--- config.mk ---
export PLATFORM = sky130hd
export DESIGN_NAME = nibble_serial_adder
export DESIGN_NICKNAME = d
export VERILOG_FILES = /design/src/rtl/nroot_pkg.sv /design/src/rtl/nibble_serial_adder_fa4.sv /design/src/rtl/nibble_serial_adder.sv
export SDC_FILE = /design/constraint.sdc
export NUM_CORES = 1
export LEC_CHECK = 0
export BUFFER_PORTS_ARGS = -buffer_cell sky130_fd_sc_hd__buf_4
export CORE_AREA = 2 2 94 106
export CTS_BUF_LIST = sky130_fd_sc_hd__clkbuf_2
export CTS_CLUSTER_DIAMETER = 200
export DETAILED_ROUTE_END_ITERATION = 7
export DIE_AREA = 0 0 96 108
export GPL_ROUTABILITY_DRIVEN = 0
export HOLD_SLACK_MARGIN = 0.02
export PLACE_DENSITY_LB_ADDON = 0.1
export SLEW_MARGIN = 15
export SYNTH_ARGS = -nofsm -noshare
export SYNTH_HDL_FRONTEND = slang
export SYNTH_SLANG_ARGS = --single-unit
--- constraint.sdc ---
create_clock -name clk -period 3.3 [get_ports clk]
set_input_delay 0.495 -clock clk [delete_from_list [all_inputs] [get_ports clk]]
set_output_delay 0.495 -clock clk [all_outputs]
set_load 0.01 [all_outputs]
--- src/rtl/nroot_pkg.sv ---
`default_nettype none
// ============================================================================
// Module   : nroot_pkg
// Brief    : Shared constants and helpers for the Nroot/Taylor datapath.
// Revision : 1.0  initial release
// ============================================================================
package nroot_pkg;

  // Width of one serial slice handled by the nibble adder
  localparam int NIB_W = 4;

  // Serial adder FSM encoding
  localparam logic [1:0] ST_IDLE = 2'd0;
  localparam logic [1:0] ST_RUN  = 2'd1;
  localparam logic [1:0] ST_DONE = 2'd2;

  // Bits needed to count 0..value-1; never less than one bit
  function automatic int clog2(input int value);
    int w;
    w = 1;
    while ((1 << w) < value) begin
      w = w + 1;
    end
    return w;
  endfunction

endpackage : nroot_pkg
`default_nettype wire

--- src/rtl/nibble_serial_adder_fa4.sv ---
`default_nettype none
// ============================================================================
// Module   : FA_4
// Brief    : 4-bit full adder slice: s/cout = a + b + cin.
// Revision : 1.0  initial release
// ============================================================================
module FA_4 (
  input  logic [3:0] a,
  input  logic [3:0] b,
  input  logic       cin,
  output logic [3:0] s,
  output logic       cout
);

  logic [4:0] total;

  // Plain 5-bit add; the top bit is the slice carry
  always_comb begin
    total = {1'b0, a} + {1'b0, b} + {4'b0000, cin};
  end

  assign s    = total[3:0];
  assign cout = total[4];

endmodule : FA_4
`default_nettype wire

--- src/rtl/nibble_serial_adder.sv ---
`default_nettype none
// ============================================================================
// Module   : nibble_serial_adder
// Brief    : DATA_WIDTH-bit adder that pushes one nibble per cycle through a
//            single 4-bit adder with a registered inter-nibble carry.
//            Valid/ready handshakes on both operand and result sides.
// Revision : 1.0  initial release
// ============================================================================
module nibble_serial_adder
  import nroot_pkg::*;
#(
  parameter int DATA_WIDTH = 32
) (
  input  logic                  clk,
  input  logic                  rst_n,
  input  logic                  in_valid,
  output logic                  in_ready,
  input  logic [DATA_WIDTH-1:0] a,
  input  logic [DATA_WIDTH-1:0] b,
  input  logic                  cin,
  output logic                  out_valid,
  input  logic                  out_ready,
  output logic [DATA_WIDTH-1:0] sum,
  output logic                  cout,
  output logic                  ovf
);

  localparam int NIB   = DATA_WIDTH / NIB_W;
  localparam int CNT_W = clog2(NIB);

  // Reject widths that do not split into whole nibbles
  generate
    if (((DATA_WIDTH % NIB_W) != 0) || (DATA_WIDTH < NIB_W)) begin : g_width_check
      $error("nibble_serial_adder: DATA_WIDTH must be a positive multiple of 4");
    end
  endgenerate

  logic [1:0]            state;
  logic [1:0]            state_nxt;
  logic [CNT_W-1:0]      cnt;
  logic [DATA_WIDTH-1:0] a_sh;
  logic [DATA_WIDTH-1:0] b_sh;
  logic [DATA_WIDTH-1:0] sum_sh;
  logic [DATA_WIDTH-1:0] sum_sh_nxt;
  logic                  c_reg;
  logic                  a_msb;
  logic                  b_msb;
  logic [NIB_W-1:0]      fa_s;
  logic                  fa_cout;
  logic                  accept;
  logic                  last_nib;

  assign accept   = in_valid && in_ready;
  assign last_nib = (cnt == CNT_W'(NIB - 1));

  // The one adder slice: always fed the low nibble of the operand shifters
  FA_4 u_fa4 (
    .a    (a_sh[NIB_W-1:0]),
    .b    (b_sh[NIB_W-1:0]),
    .cin  (c_reg),
    .s    (fa_s),
    .cout (fa_cout)
  );

  // New nibble enters at the top of the sum shifter; a single-nibble
  // adder simply replaces the whole register
  generate
    if (NIB == 1) begin : g_sum_single
      assign sum_sh_nxt = fa_s;
    end else begin : g_sum_multi
      assign sum_sh_nxt = {fa_s, sum_sh[DATA_WIDTH-1:NIB_W]};
    end
  endgenerate

  // State register
  always_ff @(posedge clk or negedge rst_n) begin
    if (!rst_n) begin
      state <= ST_IDLE;
    end else begin
      state <= state_nxt;
    end
  end

  // Next-state logic: IDLE -> RUN on accept, RUN -> DONE on last nibble,
  // DONE -> IDLE on result handshake
  always_comb begin
    state_nxt = state;
    case (state)
      ST_IDLE: if (accept)    state_nxt = ST_RUN;
      ST_RUN:  if (last_nib)  state_nxt = ST_DONE;
      ST_DONE: if (out_ready) state_nxt = ST_IDLE;
      default:                state_nxt = ST_IDLE;
    endcase
  end

  // Handshake outputs decoded from state only
  always_comb begin
    in_ready  = 1'b0;
    out_valid = 1'b0;
    case (state)
      ST_IDLE: in_ready  = 1'b1;
      ST_DONE: out_valid = 1'b1;
      default: ;
    endcase
  end

  // Operand capture, nibble shifting, carry chaining and counting
  always_ff @(posedge clk or negedge rst_n) begin
    if (!rst_n) begin
      a_sh   <= '0;
      b_sh   <= '0;
      sum_sh <= '0;
      c_reg  <= 1'b0;
      a_msb  <= 1'b0;
      b_msb  <= 1'b0;
      cnt    <= '0;
    end else if (accept) begin
      a_sh  <= a;
      b_sh  <= b;
      c_reg <= cin;
      a_msb <= a[DATA_WIDTH-1];
      b_msb <= b[DATA_WIDTH-1];
      cnt   <= '0;
    end else if (state == ST_RUN) begin
      a_sh   <= a_sh >> NIB_W;
      b_sh   <= b_sh >> NIB_W;
      sum_sh <= sum_sh_nxt;
      c_reg  <= fa_cout;
      cnt    <= cnt + CNT_W'(1);
    end
  end

  assign sum  = sum_sh;
  assign cout = c_reg;
  assign ovf  = (a_msb == b_msb) && (sum_sh[DATA_WIDTH-1] != a_msb);

endmodule : nibble_serial_adder
`default_nettype wire
==> run_results.csv <==
group,metric,value,unit
synthesis,ys_ff_latch,104,
cells_and_area,area_growth_syn_to_layout,21.1,%
synthesis,synth_common_cells,"170 x nand2_1, 104 x dfrtp_1, 56 x a22oi_1, 44 x o21ai_1, 21 x o21ai_0",
global_routing,antenna_found_initial,0,
worst_setup_path,cp_max_fo,46,
power,power_density,867,nW/um^2
clock_network,cts_resized,0,
drt,viasPerCell,5.38,
cells_and_area,instances_no_fill,695,
clock_network,numCtsBuffers,9,
clock_network,insertion_delay,0.60,ns
synthesis,netlist_area,4550,um^2
timing,layout_min_cycle_time,2.43,ns
clock_network,cts_tree,"built",
worst_setup_path,path_cells,"nor2b_1 > buf_4",
timing,fin_skew,0.0413,ns
drt,drt-wirelength-per-cell,15.0,um
timing,hold_violations,0,
worst_setup_path,crit_path_start_kind,"flop",
clock_network,root_buffer,"clkbuf_2",
worst_setup_path,critPathArrivalTime,1.94,ns
drt,ant_nets,0,
synthesis,ys_seq_area_share,57.2,%
die,die-area,10400,um^2
worst_setup_path,critical-path-slowest-cell,"dfrtp_2",
worst_setup_path,cp_num_buf_inv,1,
drt,dr.pass1.iters,4,
worst_setup_path,r2r_cells,3,
synthesis,synth_edf_count,0,
timing,finalSetupViolCount,0,
synthesis,async_flop_share,100,%
timing,fin_setup_tns,0,ns
global_routing,track_usage,21.4,%
die,row_count,37,
worst_setup_path,rr_endpoint,"sum[31]",
synthesis,yosys.area.top_type,"dfrtp_1",
drt,drt_iter0_drc,190,
worst_setup_path,cp-endpoint,"out_valid",
clock_network,htreeDepth,3,
synthesis,yosys.cell_types.count,28,
synthesis,yosysMostFrequentCell,"nand2_1",
worst_setup_path,cp-end-kind,"output port",
status,outcome,"finished, final reports clean",
global_routing,grt_max_degree,61,
cells_and_area,fin_util,59.8,%
worst_setup_path,r2r_slack,1.10,ns
worst_setup_path,required,2.80,ns
die,core_area,9210,um^2
clock_network,cts.path.max_buffers,2,
power,leakage,2.69,nW
die,die_w,96,um
synthesis,synthesis.nets,560,
timing,fmax,0.411,GHz
drt,via_count,3742,
worst_hold_path,hold-path-cell-count,3,
flow_run,drv_cap,0,
worst_hold_path,hold_class,"in -> reg",
timing,slew_violations,0,
synthesis,netlist.area_leader.share,57.2,%
worst_setup_path,startpoint,"state[0]",
timing,max-slew-margin-rel,41.7,%
cells_and_area,fin_nets,649,
timing,rsz0062_at_grt,"false",
synthesis,synth_top_flop_cell,"dfrtp_1",
placement,io_buffers,104,
worst_setup_path,cp_num_cells,2,
timing,tightest_slew,0.874,ns
die,io_pins,105,
cells_and_area,diodes,0,
drt,post-route-drc-count,0,
clock_network,path_clk_slew,0.27,ns
cells_and_area,fillers,848,
synthesis,ys_warn_count,0,
synthesis,synthTopCellsByArea,"dfrtp_1 57%, nand2_1 14%, a22oi_1 9.2%",
worst_setup_path,r2r-start,"state[0]",
drt,wl,10400,um
timing,period_share,73.8,%
worst_setup_path,path_delay_family,"flip-flops",
placement,hpwl,6980,um
cells_and_area,drive_gt1_share,23.4,%
synthesis,synth.avg_cell_area,9.40,um^2
clock_network,cts_hold_buf,1,
worst_setup_path,crit_type,"reg -> out",
global_routing,grt_pass1_wl,17300,um
clock_network,cts.sinks,104,
worst_setup_path,critPathMaxStageDelay,1.00,ns
clock_network,cts_setup_buffers,0,
die,start_util,49.4,%
die,die_h,108,um
placement,dp.cells,678,
power,max-vdd-ir-drop,0.000329,V
global_routing,grt_overflow,0,
global_routing,first_global_vias,3706,
synthesis,netlist_instances,484,
[through the flow]
| stage | power (mW) | hold WS [ns] | setup slack (ns) | instance area, um^2 |
|---|---|---|---|---|
| 2_1_floorplan | 3.51 | 0.199 | 1.62 | 4550 |
| 3_3_place_gp | 4.17 | 0.463 | 1.18 | 5390 |
| 3_5_place_dp | 4.25 | 0.470 | 1.16 | 5390 |
| 4_1_cts | 4.83 | 0.0786 | 0.855 | 5510 |
| 5_1_grt | 5.21 | 0.0532 | 0.729 | 5510 |
| 6_report | 4.78 | 0.0911 | 0.866 | 5510 |
[state kept, by name, indices dropped and copies added (netlist names)]
signal  cells
a_sh       32
b_sh       32
sum        32
cnt         3
state       2
a_msb       1
b_msb       1
cout        1
[power breakdown]
group	internal (mW)	switching [mW]
registers	1.80	0.444
clock network	0.179	0.422
logic	0.869	1.06
[placed cells by master, fill, tap and decap left out, types with 2 or more instances in the layout]
cell / synthesis / routed
clkbuf_2: 0 / 11
dfrtp_1: 104 / 102
a22oi_1: 56 / 56
clkinvlp_4: 0 / 2
dfrtp_2: 0 / 2
fa_1: 2 / 2
a21oi_1: 3 / 3
nand2_1: 170 / 170
o21ai_1: 44 / 44
o21ai_0: 21 / 21
nor4bb_1: 2 / 2
buf_4: 7 / 113
nor2_1: 3 / 3
nor2b_1: 8 / 6
nand3_1: 9 / 9
ha_1: 5 / 5
inv_1: 8 / 8
[kinds of logic after synthesis]
logic type      after synthesis  synth area share, %
compound gates              129                 17.7
xor+xnor                      1                0.192
fa+ha+maj                     7                 2.25
buf+inv                      44                 4.65
flops                       104                 57.2
simple gates                199                 18.0
[worst reg2reg max path: stages (launching register included)]
cell	delay, ns
dfrtp_2	1.00
nand2b_2	0.44
or4_1	0.61
nand3_1	0.09
[worst min-delay path by stage]
stage | slack [ns] | startpoint | endpoint
after floorplan | 0.20 | rst_n | a_msb
after detailed placement | 0.47 | sum[0] | sum[0]
after global routing | 0.05 | b[30] | b_sh[30]
after CTS | 0.08 | b[28] | b_sh[28]
final | 0.09 | a[28] | a_sh[28]
after global placement | 0.46 | a_sh[11] | a_sh[11]
[per-layer routing]
layer	global-route usage, %	part of all wire, %
met5	0	0
met4	6.94	0.85
met3	4.67	5.7
met1	28.8	43
met2	34.5	50
[cell type report]
type | instances | area [um^2] | area share (%)
flip-flops and latches | 104 | 2610 | 47.3
repair buffers | 114 | 858 | 15.6
clock inverters | 5 | 57.6 | 1.04
inverters | 8 | 30.0 | 0.545
multi-input cells | 336 | 1760 | 31.9
well taps | 117 | 146 | 2.66
clock buffers | 11 | 55.1 | 0.999
Note: power is estimated with default switching activity, not from simulation.
